[src/rtl/slab_minmax_seq.sv]
// slab_minmax_seq: sequences the Ray-AABB slab reduction over one shared,
// pipelined external greater-than comparator. It finds max(tnear) and
// min(tfar) with their indices, then decides hit = far_min > near_max and
// far_min > +0. Returned comparator bits are routed by a tag pipeline that
// runs alongside cmp_vld.
module slab_minmax_seq #(
   parameter int unsigned WIDTH   = 32,
   parameter int unsigned CMP_LAT = 3
) (
   input  logic             clk,
   input  logic             rst,
   input  logic             start,
   input  logic [WIDTH:0]   tnear0,
   input  logic [WIDTH:0]   tnear1,
   input  logic [WIDTH:0]   tnear2,
   input  logic [WIDTH:0]   tfar0,
   input  logic [WIDTH:0]   tfar1,
   input  logic [WIDTH:0]   tfar2,
   output logic             busy,
   output logic             done,
   output logic [WIDTH:0]   near_max,
   output logic [WIDTH:0]   far_min,
   output logic [1:0]       near_idx,
   output logic [1:0]       far_idx,
   output logic             hit,
   output logic [WIDTH:0]   cmp_a,
   output logic [WIDTH:0]   cmp_b,
   output logic             cmp_vld,
   input  logic             cmp_gt
);

   typedef enum logic [2:0] {
      IDLE, P1, W1, P2, W2, P3, W3, DONE
   } state_t;

   // Destination of a returned comparator bit.
   typedef enum logic [1:0] {
      TAG_NEAR, TAG_FAR, TAG_HIT_A, TAG_HIT_B
   } tag_t;

   state_t state, state_nxt;
   logic   second;                  // second issue cycle of a P state

   // Latched operands; tnear0/tfar0 go straight into the running winners.
   logic [WIDTH:0] n1, n2, f1, f2;
   logic [WIDTH:0] cur_n, cur_f;
   logic [1:0]     cur_ni, cur_fi;
   logic           hit_a;

   // Issue side.
   logic           issue_vld;
   logic [WIDTH:0] issue_a, issue_b;
   tag_t           issue_tag;
   logic [WIDTH:0] hold_a, hold_b;

   // Tag pipeline, aligned with the comparator latency.
   logic [CMP_LAT-1:0]      vld_pipe;
   logic [CMP_LAT-1:0][1:0] tag_pipe;
   logic                    ret_vld;
   tag_t                    ret_tag;
   logic                    phase2;
   logic                    accept;

   assign accept  = (state == IDLE) && start;
   assign ret_vld = vld_pipe[CMP_LAT-1];
   assign ret_tag = tag_t'(tag_pipe[CMP_LAT-1]);
   // Results returning while in P2/W2 belong to the index-2 candidates;
   // earlier ones (in P1/W1) to the index-1 candidates.
   assign phase2  = (state == P2) || (state == W2);

   assign busy    = (state != IDLE);
   assign done    = (state == DONE);
   assign cmp_vld = issue_vld;
   assign cmp_a   = issue_a;
   assign cmp_b   = issue_b;

   // State register.
   always_ff @(posedge clk or posedge rst) begin
      if (rst) begin
         state  <= IDLE;
         second <= 1'b0;
      end else begin
         state  <= state_nxt;
         second <= ((state == P1) || (state == P2) || (state == P3)) ? ~second : 1'b0;
      end
   end

   // Next-state logic: W states leave when the phase's second result returns.
   always_comb begin
      state_nxt = state;
      unique case (state)
         IDLE: if (start) state_nxt = P1;
         P1:   if (second) state_nxt = W1;
         W1:   if (ret_vld && ret_tag == TAG_FAR) state_nxt = P2;
         P2:   if (second) state_nxt = W2;
         W2:   if (ret_vld && ret_tag == TAG_FAR) state_nxt = P3;
         P3:   if (second) state_nxt = W3;
         W3:   if (ret_vld && ret_tag == TAG_HIT_B) state_nxt = DONE;
         DONE: state_nxt = IDLE;
         default: state_nxt = IDLE;
      endcase
   end

   // Operand issue: near compare first, far compare second in each P state.
   always_comb begin
      issue_vld = 1'b0;
      issue_a   = hold_a;
      issue_b   = hold_b;
      issue_tag = TAG_NEAR;
      unique case (state)
         P1: begin
            issue_vld = 1'b1;
            if (!second) begin
               issue_a   = n1;
               issue_b   = cur_n;
               issue_tag = TAG_NEAR;
            end else begin
               issue_a   = cur_f;
               issue_b   = f1;
               issue_tag = TAG_FAR;
            end
         end
         P2: begin
            issue_vld = 1'b1;
            if (!second) begin
               issue_a   = n2;
               issue_b   = cur_n;
               issue_tag = TAG_NEAR;
            end else begin
               issue_a   = cur_f;
               issue_b   = f2;
               issue_tag = TAG_FAR;
            end
         end
         P3: begin
            issue_vld = 1'b1;
            issue_a   = cur_f;
            if (!second) begin
               issue_b   = cur_n;
               issue_tag = TAG_HIT_A;
            end else begin
               issue_b   = '0;
               issue_tag = TAG_HIT_B;
            end
         end
         default: ;
      endcase
   end

   // Hold the last issued operands while no pair is issued.
   always_ff @(posedge clk or posedge rst) begin
      if (rst) begin
         hold_a <= '0;
         hold_b <= '0;
      end else if (issue_vld) begin
         hold_a <= issue_a;
         hold_b <= issue_b;
      end
   end

   // Tag pipeline shift; cleared on reset so in-flight results are dropped.
   always_ff @(posedge clk or posedge rst) begin
      if (rst) begin
         vld_pipe <= '0;
         tag_pipe <= '0;
      end else begin
         vld_pipe[0] <= issue_vld;
         tag_pipe[0] <= issue_tag;
         for (int unsigned i = 1; i < CMP_LAT; i++) begin
            vld_pipe[i] <= vld_pipe[i-1];
            tag_pipe[i] <= tag_pipe[i-1];
         end
      end
   end

   // Operand latch, winner update from returned bits, and result registers.
   // "Not greater" keeps the incumbent, so ties and NaN challengers never
   // displace the lower index.
   always_ff @(posedge clk or posedge rst) begin
      if (rst) begin
         n1       <= '0;
         n2       <= '0;
         f1       <= '0;
         f2       <= '0;
         cur_n    <= '0;
         cur_f    <= '0;
         cur_ni   <= '0;
         cur_fi   <= '0;
         hit_a    <= 1'b0;
         near_max <= '0;
         far_min  <= '0;
         near_idx <= '0;
         far_idx  <= '0;
         hit      <= 1'b0;
      end else if (accept) begin
         n1     <= tnear1;
         n2     <= tnear2;
         f1     <= tfar1;
         f2     <= tfar2;
         cur_n  <= tnear0;
         cur_f  <= tfar0;
         cur_ni <= 2'd0;
         cur_fi <= 2'd0;
         hit_a  <= 1'b0;
      end else if (ret_vld) begin
         unique case (ret_tag)
            TAG_NEAR: if (cmp_gt) begin
               cur_n  <= phase2 ? n2 : n1;
               cur_ni <= phase2 ? 2'd2 : 2'd1;
            end
            TAG_FAR: if (cmp_gt) begin
               cur_f  <= phase2 ? f2 : f1;
               cur_fi <= phase2 ? 2'd2 : 2'd1;
            end
            TAG_HIT_A: hit_a <= cmp_gt;
            TAG_HIT_B: begin
               near_max <= cur_n;
               far_min  <= cur_f;
               near_idx <= cur_ni;
               far_idx  <= cur_fi;
               hit      <= hit_a & cmp_gt;
            end
            default: ;
         endcase
      end
   end

endmodule
[config.mk]
export PLATFORM = sky130hd
export DESIGN_NAME = slab_minmax_seq
export DESIGN_NICKNAME = d
export VERILOG_FILES = /design/src/rtl/slab_minmax_seq.sv
export SDC_FILE = /design/constraint.sdc
export NUM_CORES = 1
export LEC_CHECK = 0
export CORE_ASPECT_RATIO = 0.5
export CORE_MARGIN = 4
export CORE_UTILIZATION = 41
export DETAILED_ROUTE_END_ITERATION = 10
export GPL_TIMING_DRIVEN = 0
export PLACE_DENSITY = 0.66
export SYNTH_ARGS = -nofsm -noshare
export SYNTH_HDL_FRONTEND = slang
export SYNTH_SLANG_ARGS = --single-unit
export TNS_END_PERCENT = 10
[constraint.sdc]
create_clock -name clk -period 44.4 [get_ports clk]
set_input_delay 13.32 -clock clk [delete_from_list [all_inputs] [get_ports clk]]
set_output_delay 13.32 -clock clk [all_outputs]
set_load 0.03 [all_outputs]
After elaboration in Yosys (flattened, before gate mapping). Cells that the tools add are included.

Eq/ne operators: 17. Muxes and demuxes: 41. Bitwise operators: 3. Reductions and logical operators: 21.

Operators with widths (number): $mux W33 (15); $pmux W33 S3 (2); $pmux W3 S8 (1); $mux W3 (7); $mux W2 (8); $eq A3 B3 Y1 const B (4); $ne A2 B2 Y1 const B (6); $reduce_bool A2 Y1 (5); $reduce_and A3 Y1 (3); $mux W1 (7); $reduce_and A7 Y1 (1); $eq A3 B2 Y1 const B (2); $eq A2 B2 Y1 const B (2); $pmux W2 S2 (1); $eq A3 B1 Y1 const B (1); $logic_and A1 B1 Y1 (3); $logic_not A3 Y1 (1); $logic_or A1 B1 Y1 (3); $reduce_bool A3 Y1 (1); $reduce_or A3 Y1 (1); $eq A2 B1 Y1 const B (1); $logic_not A2 Y1 (1); $ne A2 B1 Y1 const B (1); $not A1 Y1 (2); other kinds (3) (3).

Output and inout bits: 140. Logic and storage cells: 104. Register bits: 353.

Logic depth before layout (Yosys ltp). Gate-level depths: netlist (run 1).

Depth in word-level cells: 7. Depth in mapped cells: 8. Depth with buffers taken out: 5.

Least setup slack after synthesis (run 1). OpenSTA, ideal clock, no wires.

Path kind: flip-flop to output port. Start: reg state[2]. End: out cmp_a[0]. Required time: 31080 ps. Path buffers: 3. Path slack: 29041 ps. Cell stages (with the launch flop): 7. Data arrival time: 2039 ps. Path through: dfrtp_1 buf_2 inv_1 buf_2 buf_1 o22ai_1 a221oi_1.

Word-level cells in the longest chain between the ends: 2.

RTL lines: from (decl) (RTL line 41) `state_t state, state_nxt;`; from (signal assigned) (RTL line 83) `state <= state_nxt;`; $eq A3 B3 Y1 (tied with other cells) (RTL line 110) `unique case (state)`; $pmux W33 S3 * (RTL line 110); to (decl) (RTL line 26) `output logic [WIDTH:0] cmp_a,`.

Every way passes the cells marked *; elsewhere a longest branch is shown, timed or not.

Worst setup path in the final report (run 1).
Start: reg state[2]. End: out cmp_b[1].

Word-level cells in the longest chain between the ends: 2.

RTL lines: $eq A3 B3 Y1 (tied with other cells) (RTL line 110); $pmux W33 S3 * (RTL line 110); to (decl) (RTL line 27) `output logic [WIDTH:0] cmp_b,`.

Marks and branches as above.

==> results of run 1 <==
==> cells in the mapped netlist <==
cell      count
or4b_4        1
nor2b_1       4
o221ai_1     34
and3b_1       1
xnor2_1       1
a221oi_1     61
mux2i_1      70
a22o_1       33
and2_1        1
nand3b_1      2
inv_2         1
nand4_4       1
nor2_2        1
a311oi_1      1
buf_2        56
nand2_1     491
a31o_2        1
o21ai_0     160
nand3_1       3
nand2_4       1
o21a_1       66
buf_6         8
o22a_1       32
dfrtp_1     353
o21ai_1      12
buf_1         5
a21o_1        2
a21oi_1       7
mux2_2       70
o22ai_1      14
buf_4         5
inv_1        35
a22oi_1      34
nand2b_1      1
clkbuf_1     61
and4bb_2      1
nand4b_1      1
nor2_1       22
nor3_1        2
and3_1        2
or2_2         2
==> routing by layer <==
metal	routed length (um)	share of wire, %
met1	25300	41
met5	0	0
met2	29600	48
met4	2730	4.4
met3	3970	6.4
==> through the flow <==
step	cell area (um2)	setup slack [ns]	util, %	power (mW)
after global routing	21800	27.35	55.6	1.89
final	21800	27.48	55.6	1.79
after floorplan	16400	21.29	-	1.11
after CTS	21800	27.52	55.6	1.79
after detailed placement	20600	28.09	52.5	1.47
after global placement	20500	16.58	52.3	1.45
==> power by group <==
| part | internal (mW) | switching, mW | total, mW |
|---|---|---|---|
| combinational | 0.353 | 0.560 | 0.913 |
| sequential | 0.456 | 0.108 | 0.565 |
| clock | 0.183 | 0.134 | 0.317 |
==> path summary, 6_finish.rpt <==
path / slack [ns] / endpoint / depth (start not counted) / start
min in group asynchronous: 13.26 / far_min[3] / 2 / rst
setup / recovery: 27.48 / cmp_b[1] / 8 / state[2]
max in group asynchronous: 29.77 / f1[25] / 4 / rst
setup reg to reg: 41.81 / cur_n[29] / 7 / state[1]
hold / removal: 0.35 / ret_tag[1] / 0 / tag_pipe[3]
hold reg to reg: 0.35 / ret_tag[1] / 0 / tag_pipe[3]
==> state kept, by name (all words and copies together) (netlist names) <==
name and count:
n1 33, state 3, hit_a 1, hold_b 33, f2 33, f1 33, near_idx 2, far_min 33
n2 33, near_max 33, hold_a 33, tag_pipe 4, cur_ni 2, second 1, cur_f 33, cur_n 33
hit 1, vld_pipe 3, ret_tag 2, far_idx 2, cur_fi 2
==> final cells by class <==
cell class / count / area, um2
antenna: 4 / 10.0
clock buffer: 44 / 992
multi-input combinational: 1135 / 6780
inverter: 36 / 143
tap: 530 / 663
fill: 3546 / 17400
sequential: 353 / 8830
timing repair buffer: 344 / 3500
clock inverter: 19 / 206
buffer: 135 / 656
==> critical path: cells and delay by family (launching register included) <==
family | cells | cell delay, ns
buffers and inverters | 4 | 1.73
AOI/OAI and AO/OA | 2 | 0.60
and+or+nand+nor | 2 | 0.30
DFF | 1 | 0.43
==> cell families after synthesis <==
group                  Yosys count
AO/OA/AOI/OAI                  457
XOR/XNOR                         1
buffers and inverters          171
flip-flops                     353
multiplexers                   140
AND/OR/NAND/NOR                537
==> run metrics, run 1 <==
post-CTS setup buffer count=0; Sink Count=353; Synth Area in Compound Gates=19.3%; RSZ-0062 raised after global routing=false; post-route minimum period=16.92 ns; Vias/cell=5.71; commonest non-fill, non-tap cell in the layout=nand2_1; Total Wirelength=61.6 mm; CP peak stage delay=0.64 ns; CTS HTree Levels=2; Post-Synth Adder-Cell Area=0%; DRC=0; met3 Use GR=4.98%; share of cells above drive strength 1=10.3%; Initial Utilization=41.9%; Initial DRT Pass Iterations=5; CP cell instances=buf_2 -> nand2_1 -> nand2_1 -> inv_2 -> clkbuf_1 -> o221ai_1 -> o21a_1 -> clkdlybuf4s50_1; hold slack=0.345 ns; highest net fanout along the worst path=10; # rows=51; post-synth top area share=53.9%; cell seen most often among critical-path stages=nand2_1; die extent in x=291 um; Cell variety after synth=41; area grow syn2layout=32.8%; Power Density=82.4 mW/mm2; max frequency=59.1 MHz; largest family of logic cells by synthesized area=compound AO/OA/AOI/OAI gates; nets@finish=2242; Tcrit/Tclk final=38.1%; Hold Crit Class=reg -> reg; routed len/inst=23.7 um; Cells after Synth=1659; final setup skew=0.0150 ns; dpl cells=2533; Post-Synth XOR/XNOR Area=0.0534%; routability cong.=0.906; clk buf depth=3; met1 GRT Util=36.1%; CTS buffer count=35; # hold bufs at CTS=0; CTS resizes=0; Die Y=149 um; Critical Path End Type=primary output; Ports=342; total global-route track usage=27.6%; vias after detailed routing=14.8k; Slew Viols, Final=0; max cap viols=0; DIE AREA=0.0435 mm2; met2 Use GR=45.8%; vias in the first global route=14.8k; CTS root buffer=clkbuf_16; FF+latch count, synth=353; clock slew seen by the registers of the worst setup and hold paths=0.07 ns; worst slew pin tran=0.784 ns; Setup-failing EPs final=0; Post-Syn Nets=1861; worst vdd ir=0.0000352 V; top cell type by total area after synthesis=dfrtp_1; GR peak layer=met2; initial antenna violation count=4; hpwl dp=47.5 mm; Clock Latency Late Sink=0.54 ns; post-synthesis mux area share=9.08%; total global routing overflow=0; Critical Path Start Type=flop; sequential-to-total area share from yosys stat=53.9%; violation count after the first detailed-route iteration=1464; commonest cells after routing, fill and taps aside=nand2_1, dfrtp_1, clkdlybuf4s50_1; status=complete, no violations; YS warnings=0; Area contributors post-synth=dfrtp_1, nand2_1, o21ai_0; mapped cell area=0.0164 mm2; CORE AREA=0.0392 mm2; IO Port Bufs=341; Leak=9.87 nW; average size of a mapped cell=9.89 um2; Final Non-Filler Cells=2600; Slew HR=47.7%; crit path DAT=3.60 ns; required time of the critical path=31.08 ns; CP max-delay cell=clkbuf_1; first-pass GRT wire length=90.8 mm; Setup CP Type=reg -> out; largest net degree at the start of global routing=100; Antenna Nets Post-Route=0; setup TNS=0 ns; Post-Synth Simple-Gate Area=12.9%; Fin. Hold Viols=0; CTS tree=done
Note: power is estimated with default switching activity, not from simulation.
==> run 2, diff against run 1 <==
--- a/config.mk
+++ b/config.mk
@@ -10,7 +10,7 @@
 export CORE_UTILIZATION = 41
 export DETAILED_ROUTE_END_ITERATION = 10
 export GPL_TIMING_DRIVEN = 0
-export PLACE_DENSITY = 0.66
+export PLACE_DENSITY = 0.69
 export SYNTH_ARGS = -nofsm -noshare
 export SYNTH_HDL_FRONTEND = slang
 export SYNTH_SLANG_ARGS = --single-unit
==> constraint.sdc (replaced) <==
create_clock -name clk -period 14.1 [get_ports clk]
set_input_delay 4.23 -clock clk [delete_from_list [all_inputs] [get_ports clk]]
set_output_delay 4.23 -clock clk [all_outputs]
set_load 0.03 [all_outputs]
==> run 2 against run 1 <==
Net effect:
- via count up 1.1%
- clock power rose to 3.1 times the previous value
- first-iteration DRC count is 14% higher
- power increased to 3.1 times the previous value
- final cell count shrank 0.19%
- critical endpoint is now cmp_b[0]
- largest power group unchanged
- highest routed layer is now met5
==> run metrics, run 2 (synthesized netlist as in run 1, its figures left out) <==
status=complete, no violations (unchanged); share of cells above drive strength 1=9.84% (was 10.3%); Initial DRT Pass Iterations=7 (was 5); hpwl dp=46.9 mm (was 47.5 mm); first-pass GRT wire length=90.6 mm (was 90.8 mm); highest net fanout along the worst path=10 (unchanged); die extent in x=291 um (unchanged); CP max-delay cell=clkbuf_1 (unchanged); Clock Latency Late Sink=0.54 ns (about the same); post-route minimum period=7.76 ns; area grow syn2layout=32.4% (was 32.8%); Slew Viols, Final=0 (unchanged); fill count=3540 (was 3546); Leak=9.84 nW (was 9.87 nW); FF+latch area=0.00883 mm2 (unchanged); total global-route track usage=27.4% (was 27.6%); largest net degree at the start of global routing=126 (was 100); RSZ-0062 raised after global routing=false (unchanged); Die Y=149 um (unchanged); CTS buffer count=34 (was 35); Critical Path End Type=primary output (unchanged); worst vdd ir=0.000103 V (was 0.0000352 V); clk buf depth=3 (unchanged); total global routing overflow=0 (unchanged); Setup-failing EPs final=0 (unchanged); Psw=2.52 mW (was 0.802 mW); Vias/cell=5.78 (was 5.71); CTS resizes=0 (unchanged); post-layout util=55.4% (was 55.6%); Tcrit/Tclk final=55.0%; routability cong.=0.933 (was 0.906); IO Port Bufs=341 (unchanged); Sink Count=353 (unchanged); DIE AREA=0.0435 mm2 (unchanged); clock slew seen by the registers of the worst setup and hold paths=0.07 ns (about the same); Flop pwr share=31.6% (was 31.5%); Gate power share=51.0% (was 50.9%); CTS root buffer=clkbuf_16 (unchanged); post-CTS setup buffer count=0 (unchanged); Hold Crit Class=reg -> reg (unchanged); vias in the first global route=14.6k (was 14.8k); Ports=342 (unchanged); Fin. Hold Viols=0 (unchanged); required time of the critical path=9.87 ns (was 31.08 ns); max frequency=129 MHz; nets@finish=2240 (was 2242); Power Density=260 mW/mm2 (was 82.4 mW/mm2); CP peak stage delay=0.66 ns (was 0.64 ns); cell seen most often among critical-path stages=nand2_1 (unchanged); # rows=51 (unchanged); vias after detailed routing=15.0k (was 14.8k); violation count after the first detailed-route iteration=1664 (was 1464); Internal Power=3.12 mW (was 0.992 mW); Setup CP Type=reg -> out (unchanged); Slew HR=44.5% (was 47.7%); Total Wirelength=61.4 mm (was 61.6 mm); CTS HTree Levels=2 (unchanged); Clk pwr share=17.4% (was 17.7%); placed inst area=0.0205 mm2 (was 0.0206 mm2); CP cell instances=buf_2 -> nand2_1 -> nand2_1 -> inv_2 -> clkbuf_1 -> o221ai_1 -> o21a_1 -> clkdlybuf4s50_1 (unchanged); commonest non-fill, non-tap cell in the layout=nand2_1 (unchanged); routed len/inst=23.7 um (about the same); crit path DAT=3.53 ns (was 3.60 ns); CORE AREA=0.0392 mm2 (unchanged); final setup skew=0.0157 ns (was 0.0150 ns); Antenna Nets Post-Route=0 (unchanged); Initial Utilization=41.9% (unchanged); # hold bufs at CTS=0 (unchanged); max cap viols=0 (unchanged); commonest cells after routing, fill and taps aside=nand2_1, dfrtp_1, clkdlybuf4s50_1 (unchanged); worst slew pin tran=0.832 ns (was 0.784 ns); post-route cell area=0.0217 mm2 (was 0.0218 mm2); CTS tree=done (unchanged); Critical Path Start Type=flop (unchanged); initial antenna violation count=3 (was 4); area of the multi-input gates=0.00678 mm2 (unchanged); Net Sw Frac=44.6% (was 44.7%); DRC=0 (unchanged)
==> run 2: cell count changes in the layout (fill, tap and decap cells not counted) <==
cell        before  now
buf_16           3    2
clkbuf_1        64   69
clkinv_2        11    7
clkinv_4         1    0
clkinvlp_4       3    0
diode_2          4    3
==> run 2: power by group through the flow <==
stage / clock network, mW / registers, mW / logic, mW
final: 0.980 / 1.78 / 2.88
after global routing: 1.03 / 1.82 / 3.07
after CTS: 0.986 / 1.77 / 2.85
after detailed placement: 0 / 1.79 / 2.83
after global placement: 0 / 1.78 / 2.79
after floorplan: 0 / 1.70 / 1.78
==> run 2: critical path, delay by kind of cell, from the launching register on <==
family / cells / cell delay, ns
buffers and inverters: 4 / 1.71
flip-flops: 1 / 0.43
AO/OA/AOI/OAI: 2 / 0.54
AND/OR/NAND/NOR: 2 / 0.31
==> run 2: path summary, 6_finish.rpt <==
| kind | start | to | slack, ns | cells after the start |
|---|---|---|---|---|
| min in group asynchronous | rst | far_min[4] | 4.19 | 2 |
| worst min register to register | tag_pipe[0] | tag_pipe[2] | 0.35 | 0 |
| max in group asynchronous | rst | f1[23] | 8.32 | 4 |
| worst max-delay path | state[2] | cmp_b[0] | 6.34 | 8 |
| worst max register to register | state[1] | cur_n[6] | 11.42 | 7 |
| worst min-delay path | tag_pipe[0] | tag_pipe[2] | 0.35 | 0 |
==> run 2: per-stage QoR <==
stage	setup WS (ns)	setup TNS (ns)	cells	power, mW	hold WS, ns
after global placement	-4.52	-1578.69	2530	4.57	0.334
after CTS	6.43	0	2592	5.60	0.350
after floorplan	0.0781	0	1659	3.48	0.331
after global routing	6.20	0	2594	5.93	0.358
final	6.34	0	2595	5.64	0.350
after detailed placement	7.01	0	2532	4.62	0.335
==> run 2: final cells by class <==
type	instances	area share, %
Inverter	36	0.657
Clock buffer	49	4.66
Clock inverter	11	0.715
Tap cell	530	3.05
Timing Repair Buffer	343	16.0
Antenna cell	3	0.0346
Sequential cell	353	40.7
Multi-Input combinational cell	1135	31.2
Buffer	135	3.02
==> run 2: metal layers <==
metal	GRT usage (%)	vias to the layer above	wire [um]
met4	11.4	2	2690
li1	-	6570	-
met5	0	-	13
met1	35.8	7614	24700
met3	4.91	148	4220
met2	45.7	662	29800
